[config.mk]
export PLATFORM = sky130hd
export DESIGN_NAME = lnrv_icb_mux
export DESIGN_NICKNAME = d
export VERILOG_FILES = /design/src/rtl/lnrv_icb_mux_pkg.sv /design/src/rtl/lnrv_icb_mux_ots_fifo.sv /design/src/rtl/lnrv_icb_mux.sv
export SDC_FILE = /design/constraint.sdc
export NUM_CORES = 1
export LEC_CHECK = 0
export ABC_AREA = 1
export CELL_PAD_IN_SITES_DETAIL_PLACEMENT = 0
export CELL_PAD_IN_SITES_GLOBAL_PLACEMENT = 1
export CORE_MARGIN = 4
export CORE_UTILIZATION = 15
export CTS_CLUSTER_DIAMETER = 120
export CTS_CLUSTER_SIZE = 28
export DETAILED_ROUTE_END_ITERATION = 7
export PLACE_DENSITY_LB_ADDON = 0.1
export SLEW_MARGIN = 40
export SYNTH_ARGS = -nofsm -noshare
export SYNTH_HDL_FRONTEND = slang
export SYNTH_SLANG_ARGS = --single-unit
[constraint.sdc]
create_clock -name clk -period 3.4 [get_ports clk]
set_input_delay 0.34 -clock clk [delete_from_list [all_inputs] [get_ports clk]]
set_output_delay 0.34 -clock clk [all_outputs]
set_load 0.005 [all_outputs]
[src/rtl/lnrv_icb_mux_pkg.sv]
// -----------------------------------------------------------------------------
// lnrv_icb_mux_pkg
// Shared defaults and small helpers for the N-to-1 ICB mux.
// Optional feature macro used by the mux: LNRV_ICB_MUX_RR_EN
//   defined   -> round-robin arbitration
//   undefined -> fixed priority, lowest initiator index wins
// -----------------------------------------------------------------------------
package lnrv_icb_mux_pkg;

    localparam int unsigned ICB_ADDR_WIDTH_DEF = 32'd32;
    localparam int unsigned ICB_DATA_WIDTH_DEF = 32'd32;
    localparam int unsigned ICB_COUNT_DEF      = 32'd2;
    localparam int unsigned ICB_OTS_COUNT_DEF  = 32'd4;

    // Pointer width for a structure of 'depth' entries; never narrower than 1 bit.
    function automatic int unsigned ptr_width(input int unsigned depth);
        return (depth > 32'd1) ? $clog2(depth) : 32'd1;
    endfunction

    // Increment modulo 'modulus', used for FIFO pointers and the RR pointer.
    function automatic int unsigned wrap_inc(input int unsigned value,
                                             input int unsigned modulus);
        return ((value + 32'd1) >= modulus) ? 32'd0 : (value + 32'd1);
    endfunction

endpackage

[src/rtl/lnrv_icb_mux_ots_fifo.sv]
// -----------------------------------------------------------------------------
// lnrv_icb_mux_ots_fifo
// In-order outstanding FIFO holding the initiator index of every command that
// has been accepted by the target and still awaits its response.
// Ports:
//   clk, reset_n  clock, asynchronous active-low reset
//   push, din     write din when not full
//   pop           drop the head entry when not empty
//   full, empty   occupancy flags
//   head          entry at the read pointer (valid when !empty)
// -----------------------------------------------------------------------------
module lnrv_icb_mux_ots_fifo
    import lnrv_icb_mux_pkg::*;
#(
    parameter int P_WIDTH = 1,
    parameter int P_DEPTH = 4
) (
    input  logic               clk,
    input  logic               reset_n,
    input  logic               push,
    input  logic               pop,
    input  logic [P_WIDTH-1:0] din,
    output logic               full,
    output logic               empty,
    output logic [P_WIDTH-1:0] head
);

    localparam int PTR_W = int'(ptr_width(P_DEPTH));
    localparam int CNT_W = $clog2(P_DEPTH + 1);

    logic [P_WIDTH-1:0] mem_r [P_DEPTH];
    logic [PTR_W-1:0]   wr_ptr_r;
    logic [PTR_W-1:0]   rd_ptr_r;
    logic [CNT_W-1:0]   count_r;
    logic               push_ok_s;
    logic               pop_ok_s;

    assign full      = (count_r == CNT_W'(P_DEPTH));
    assign empty     = (count_r == {CNT_W{1'b0}});
    assign head      = mem_r[rd_ptr_r];
    assign push_ok_s = push & ~full;
    assign pop_ok_s  = pop & ~empty;

    // Storage, pointers and occupancy count.
    always_ff @(posedge clk or negedge reset_n) begin
        if (!reset_n) begin
            for (int i = 0; i < P_DEPTH; i++) begin
                mem_r[i] <= {P_WIDTH{1'b0}};
            end
            wr_ptr_r <= {PTR_W{1'b0}};
            rd_ptr_r <= {PTR_W{1'b0}};
            count_r  <= {CNT_W{1'b0}};
        end else begin
            if (push_ok_s) begin
                mem_r[wr_ptr_r] <= din;
                wr_ptr_r        <= PTR_W'(wrap_inc(32'(wr_ptr_r), P_DEPTH));
            end
            if (pop_ok_s) begin
                rd_ptr_r <= PTR_W'(wrap_inc(32'(rd_ptr_r), P_DEPTH));
            end
            // Simultaneous push and pop leaves the count unchanged.
            case ({push_ok_s, pop_ok_s})
                2'b10:   count_r <= count_r + CNT_W'(1);
                2'b01:   count_r <= count_r - CNT_W'(1);
                default: count_r <= count_r;
            endcase
        end
    end

endmodule

[src/rtl/lnrv_icb_mux.sv]
// -----------------------------------------------------------------------------
// lnrv_icb_mux
// N-to-1 ICB arbiter/mux. Initiators share one ICB target; the granted index
// of every accepted command is queued so responses return in order to the
// initiator that issued them.
// Configuration macro: LNRV_ICB_MUX_RR_EN (round-robin when defined, fixed
// lowest-index priority otherwise).
// Ports:
//   clk, reset_n        clock, asynchronous active-low reset
//   mn_icb_cmd_*        packed per-initiator command channels (init 0 = LSBs)
//   mn_icb_rsp_*        packed per-initiator response channels
//   s_icb_cmd_*         muxed command channel to the target
//   s_icb_rsp_*         response channel from the target
// -----------------------------------------------------------------------------
module lnrv_icb_mux
    import lnrv_icb_mux_pkg::*;
#(
    parameter int P_ADDR_WIDTH = int'(ICB_ADDR_WIDTH_DEF),
    parameter int P_DATA_WIDTH = int'(ICB_DATA_WIDTH_DEF),
    parameter int P_ICB_COUNT  = int'(ICB_COUNT_DEF),
    parameter int P_OTS_COUNT  = int'(ICB_OTS_COUNT_DEF)
) (
    input  logic                                    clk,
    input  logic                                    reset_n,
    input  logic [P_ICB_COUNT-1:0]                  mn_icb_cmd_vld,
    output logic [P_ICB_COUNT-1:0]                  mn_icb_cmd_rdy,
    input  logic [P_ICB_COUNT-1:0]                  mn_icb_cmd_write,
    input  logic [P_ICB_COUNT*P_ADDR_WIDTH-1:0]     mn_icb_cmd_addr,
    input  logic [P_ICB_COUNT*P_DATA_WIDTH-1:0]     mn_icb_cmd_wdata,
    input  logic [P_ICB_COUNT*P_DATA_WIDTH/8-1:0]   mn_icb_cmd_wstrb,
    output logic [P_ICB_COUNT-1:0]                  mn_icb_rsp_vld,
    input  logic [P_ICB_COUNT-1:0]                  mn_icb_rsp_rdy,
    output logic [P_ICB_COUNT*P_DATA_WIDTH-1:0]     mn_icb_rsp_rdata,
    output logic [P_ICB_COUNT-1:0]                  mn_icb_rsp_err,
    output logic                                    s_icb_cmd_vld,
    input  logic                                    s_icb_cmd_rdy,
    output logic                                    s_icb_cmd_write,
    output logic [P_ADDR_WIDTH-1:0]                 s_icb_cmd_addr,
    output logic [P_DATA_WIDTH-1:0]                 s_icb_cmd_wdata,
    output logic [P_DATA_WIDTH/8-1:0]               s_icb_cmd_wstrb,
    input  logic                                    s_icb_rsp_vld,
    output logic                                    s_icb_rsp_rdy,
    input  logic [P_DATA_WIDTH-1:0]                 s_icb_rsp_rdata,
    input  logic                                    s_icb_rsp_err
);

    localparam int IDX_W  = $clog2(P_ICB_COUNT);
    localparam int STRB_W = P_DATA_WIDTH / 8;

    logic                    en_q_r;
    logic                    lock_r;
    logic [IDX_W-1:0]        lock_idx_r;
    logic [IDX_W-1:0]        arb_idx_s;
    logic                    arb_found_s;
    logic [IDX_W-1:0]        cand_idx_s;
    logic [IDX_W-1:0]        grant_idx_s;
    logic                    grant_vld_s;
    logic                    cmd_hsk_s;
    logic                    rsp_route_s;
    logic                    fifo_full_s;
    logic                    fifo_empty_s;
    logic [IDX_W-1:0]        fifo_head_s;

    logic [P_ADDR_WIDTH-1:0] addr_arr_s  [P_ICB_COUNT];
    logic [P_DATA_WIDTH-1:0] wdata_arr_s [P_ICB_COUNT];
    logic [STRB_W-1:0]       wstrb_arr_s [P_ICB_COUNT];

    for (genvar g = 0; g < P_ICB_COUNT; g++) begin : g_slice
        assign addr_arr_s[g]  = mn_icb_cmd_addr[g*P_ADDR_WIDTH +: P_ADDR_WIDTH];
        assign wdata_arr_s[g] = mn_icb_cmd_wdata[g*P_DATA_WIDTH +: P_DATA_WIDTH];
        assign wstrb_arr_s[g] = mn_icb_cmd_wstrb[g*STRB_W +: STRB_W];
    end

`ifdef LNRV_ICB_MUX_RR_EN
    logic [IDX_W-1:0] rr_ptr_r;
    logic [IDX_W:0]   cand_sum_s;

    // Round-robin search starting at the index after the last granted one.
    always_comb begin
        arb_found_s = 1'b0;
        arb_idx_s   = {IDX_W{1'b0}};
        cand_sum_s  = {(IDX_W+1){1'b0}};
        cand_idx_s  = {IDX_W{1'b0}};
        for (int k = 0; k < P_ICB_COUNT; k++) begin
            cand_sum_s = {1'b0, rr_ptr_r} + (IDX_W+1)'(k);
            if (cand_sum_s >= (IDX_W+1)'(P_ICB_COUNT)) begin
                cand_sum_s = cand_sum_s - (IDX_W+1)'(P_ICB_COUNT);
            end else begin
                cand_sum_s = cand_sum_s;
            end
            cand_idx_s = cand_sum_s[IDX_W-1:0];
            if (!arb_found_s && mn_icb_cmd_vld[cand_idx_s]) begin
                arb_found_s = 1'b1;
                arb_idx_s   = cand_idx_s;
            end else begin
                arb_found_s = arb_found_s;
            end
        end
    end

    // RR pointer holds the next search start; it moves only on a command handshake.
    always_ff @(posedge clk or negedge reset_n) begin
        if (!reset_n) begin
            rr_ptr_r <= {IDX_W{1'b0}};
        end else if (cmd_hsk_s) begin
            rr_ptr_r <= IDX_W'(wrap_inc(32'(grant_idx_s), P_ICB_COUNT));
        end else begin
            rr_ptr_r <= rr_ptr_r;
        end
    end
`else
    // Fixed priority: the lowest requesting index wins.
    always_comb begin
        arb_found_s = 1'b0;
        arb_idx_s   = {IDX_W{1'b0}};
        cand_idx_s  = {IDX_W{1'b0}};
        for (int k = 0; k < P_ICB_COUNT; k++) begin
            cand_idx_s = IDX_W'(k);
            if (!arb_found_s && mn_icb_cmd_vld[cand_idx_s]) begin
                arb_found_s = 1'b1;
                arb_idx_s   = cand_idx_s;
            end else begin
                arb_found_s = arb_found_s;
            end
        end
    end
`endif

    // Grant selection: a stalled command keeps its index so the target sees stable fields.
    always_comb begin
        if (lock_r) begin
            grant_idx_s = lock_idx_r;
            grant_vld_s = en_q_r & ~fifo_full_s & mn_icb_cmd_vld[lock_idx_r];
        end else begin
            grant_idx_s = arb_idx_s;
            grant_vld_s = en_q_r & ~fifo_full_s & arb_found_s;
        end
    end

    assign cmd_hsk_s     = grant_vld_s & s_icb_cmd_rdy;
    assign s_icb_cmd_vld = grant_vld_s;

    // Command field mux and per-initiator ready.
    always_comb begin
        mn_icb_cmd_rdy = {P_ICB_COUNT{1'b0}};
        if (grant_vld_s) begin
            s_icb_cmd_write = mn_icb_cmd_write[grant_idx_s];
            s_icb_cmd_addr  = addr_arr_s[grant_idx_s];
            s_icb_cmd_wdata = wdata_arr_s[grant_idx_s];
            s_icb_cmd_wstrb = wstrb_arr_s[grant_idx_s];
            mn_icb_cmd_rdy[grant_idx_s] = s_icb_cmd_rdy;
        end else begin
            s_icb_cmd_write = 1'b0;
            s_icb_cmd_addr  = {P_ADDR_WIDTH{1'b0}};
            s_icb_cmd_wdata = {P_DATA_WIDTH{1'b0}};
            s_icb_cmd_wstrb = {STRB_W{1'b0}};
        end
    end

    // Enable comes up one cycle after reset release; lock tracks a stalled command.
    always_ff @(posedge clk or negedge reset_n) begin
        if (!reset_n) begin
            en_q_r     <= 1'b0;
            lock_r     <= 1'b0;
            lock_idx_r <= {IDX_W{1'b0}};
        end else begin
            en_q_r     <= 1'b1;
            lock_r     <= grant_vld_s & ~s_icb_cmd_rdy;
            lock_idx_r <= grant_idx_s;
        end
    end

    lnrv_icb_mux_ots_fifo #(
        .P_WIDTH (IDX_W),
        .P_DEPTH (P_OTS_COUNT)
    ) u_ots_fifo (
        .clk     (clk),
        .reset_n (reset_n),
        .push    (cmd_hsk_s),
        .pop     (s_icb_rsp_vld & s_icb_rsp_rdy),
        .din     (grant_idx_s),
        .full    (fifo_full_s),
        .empty   (fifo_empty_s),
        .head    (fifo_head_s)
    );

    // With nothing outstanding a target response is never forwarded nor accepted.
    assign rsp_route_s      = en_q_r & ~fifo_empty_s;
    assign s_icb_rsp_rdy    = rsp_route_s & mn_icb_rsp_rdy[fifo_head_s];
    assign mn_icb_rsp_rdata = {P_ICB_COUNT{s_icb_rsp_rdata}};
    assign mn_icb_rsp_err   = {P_ICB_COUNT{s_icb_rsp_err}};

    // Route the response valid to the initiator at the FIFO head.
    always_comb begin
        mn_icb_rsp_vld = {P_ICB_COUNT{1'b0}};
        if (rsp_route_s) begin
            mn_icb_rsp_vld[fifo_head_s] = s_icb_rsp_vld;
        end else begin
            mn_icb_rsp_vld = {P_ICB_COUNT{1'b0}};
        end
    end

endmodule

==> impl_results.md <==
* Run status: finished clean
* Synth Instances at 405
* Post-layout util at 0.282
* Largest cells by area after synthesis: nand2_1 28%, buf_4 23%, a21oi_1 15%
* Hpwl dp at between 9000 and 10000 um
* Largest fanout on the critical path at 46
* Drt first pass iters at 4
* Grt ovf at 0
* Largest net degree at the start of global routing at 52
* Number of max-cap violations at 0
* Met2 WL at 6330 um
* Die W at 132 um
* # hold bufs at CTS at 0
* Cell Area, Synth at 2320 um2
* Worst hold path type: reg -> reg
* Combinational power share at 0.663
* PortBufs at 220
* WP data required at approximately 3.1 ns
* Vias in the first global route at slightly below 3000
* First-pass GRT wire length at 17900 um
* Routed Antenna Nets at 0
* Post-DP Area at 4200 um2
* Commonest non-fill, non-tap cells in the layout: 220 x clkdlybuf4s50_1, 173 x nand2_1, 71 x a21oi_1, 15 x inv_1, 14 x dfrtp_1
* Fill cell count at ~1700
* Relative slew slack at 0.522
* Effective utilization at floorplan at 0.153
* H-tree depth at 1
* Syn. warnings at 0
* Max layer used: met4
* Rows at 45
* Commonest non-fill, non-tap cell in the layout: clkdlybuf4s50_1
* Tcrit/Tclk final at 0.805
* CP Launch Type: primary input
* Worst EP arrival at 2.40 ns
* Wire per inst at approximately 17 um
* Unrepaired setup endpoints after global routing: no
* Setup tns final at 0 ns
* Vias per cell at 4.05
* Die area at 17500 um2
* First DRT Iteration DRCs at 174
* Deepest clock path buffer count at 2
* Final min period at 2.74 ns
* Avg Cell Area, Syn at roughly 5.7 um2
* Pleak at 0.00178 uW
* Syn Nets at 591
* CORE AREA at about 15000 um2
* Via count at approximately 3000
* Nets at 733
* IO Pins at 320
* Initial antenna violation count at 0
* GRT Overall Usage at 0.128
* Layout cells sized above 1 at 0.0330
* Chip height at ~130 um
* DRC Markers at 0
* Area share of the largest cell type after synthesis at 0.281
* Final Skew at 0.00159 ns
* Final Hold Fails at 0
* CTS Buf Count at 3
* Worst-margin pin slew at 0.715 ns
* Sequential share of power at 0.181
* Final Max Slew Viols at 0
* Endpoints failing setup at 0
* Synth cell types at 23
* Setup crit end kind: output pin
* Cts repair resizes at 0
* Worst-Skew Late Latency at 0.24 ns
* Maximum vdd ir drop at 0.000173 V
* CTS root buffer: clkbuf_16
* Post-CTS Setup Bufs at 0
* Gp weighted congestion at ~0.76
* Diodes inserted at 0
* CTS tree: built
* Met3 wire length at 1120 um
* Leading area contributor after synthesis: nand2_1
* Pwr Density at 374 nW/um2
* Sequential cell area fraction in the yosys report at 0.151
* Area Overhead vs Synth at 84.7%
* Peak Freq at 366 MHz
* Design area at 4290 um2
* DRT met1 WL at 4780 um
* Sw Ratio at 0.390
* Pint at 980 uW
* Crit Path Class: in -> out
* Net Switching at 626 uW
* Non-Filler Instances at 734
* Clock power share at 0.156
* Total Wirelength at 12300 um
* Count of clock tree sinks at 14
* Synthesized flop and latch total at 14
* Placed Cells at 730
* Clock transition at path regs at 0.05 ns
[metal layers]
layer / track usage / up-vias
li1: - / 1484
met1: 0.142 / 1317
met2: 0.244 / 167
met3: 0.0422 / 4
met4: 0.00924 / 0
met5: 0.00556 / -
[power by group through the flow]
stage | Combinational (uW) | Sequential [uW] | Clock (uW)
after floorplan | 554 | 278 | 0
after global placement | 1080 | 295 | 0
after detailed placement | 1080 | 294 | 0
after CTS | 1090 | 292 | 257
after global routing | 1180 | 300 | 263
final | 1070 | 290 | 251
[cell usage after synthesis]
library cell,count
xnor2_1,1
xor2_1,1
nor2_4,1
buf_2,16
buf_4,72
nand3_1,9
nor2_1,8
nand2_1,174
nand4_1,1
conb_1,1
buf_6,1
o21ai_0,2
nand2_2,1
o21ai_1,3
fa_1,1
nor3_1,1
nor2_2,2
a21oi_1,71
ha_1,6
nand3b_1,1
inv_2,3
inv_1,15
dfrtp_1,14
[cells by family after synthesis]
group,Yosys count,synth area share
adder cells (fa/ha/maj),7,0.0409
AND/OR/NAND/NOR,198,0.334
flip-flops,14,0.151
buffers and inverters,107,0.301
AO/OA/AOI/OAI,76,0.164
other,1,0.00161
XOR/XNOR,2,0.00754
[worst paths after layout]
check	startpoint	end	slack (ns)	cells after the start
min	u_ots_fifo.mem_r[2]	u_ots_fifo.mem_r[2]	0.48	2
max	mn_icb_cmd_vld[0]	s_icb_cmd_addr[5]	0.66	8
max reg2reg	u_ots_fifo.count_r[1]	u_ots_fifo.count_r[2]	1.01	11
min in group asynchronous	reset_n	en_q_r	0.52	1
max in group asynchronous	reset_n	u_ots_fifo.wr_ptr_r[0]	2.42	1
min reg2reg	u_ots_fifo.mem_r[2]	u_ots_fifo.mem_r[2]	0.48	2
[flip-flops by register name, summed over array words and instances, names as in the netlist]
signal               cells
u_ots_fifo.wr_ptr_r      2
en_q_r                   1
lock_r                   1
lock_idx_r               1
u_ots_fifo.count_r       3
u_ots_fifo.rd_ptr_r      2
u_ots_fifo.mem_r         4
[per-stage QoR]
step	power [uW]	setup slack, ns	hold slack [ns]
floorplan	832	1.35	0.0444
global placement	1380	0.577	0.470
detailed placement	1370	0.589	0.475
CTS	1640	0.587	0.487
global route	1750	0.502	0.506
finish	1610	0.664	0.478
[worst max-delay path, stage by stage]
cell             delay [ns]
clkdlybuf4s50_1        0.47
nand3b_1               0.12
nand2_2                0.08
inv_2                  0.25
buf_12                 0.27
nand2_1                0.07
a21oi_1                0.22
clkdlybuf4s50_1        0.55
[area by class of cell]
class	instances	area (um2)	share of cell area
clock buffers	4	88.8	0.0207
multi-input cells	284	1280	0.297
flip-flops and latches	14	350	0.0817
inverters	18	67.6	0.0157
repair buffers	226	2270	0.530
well taps	188	235	0.0548
Power figures use the tool's default switching activity.
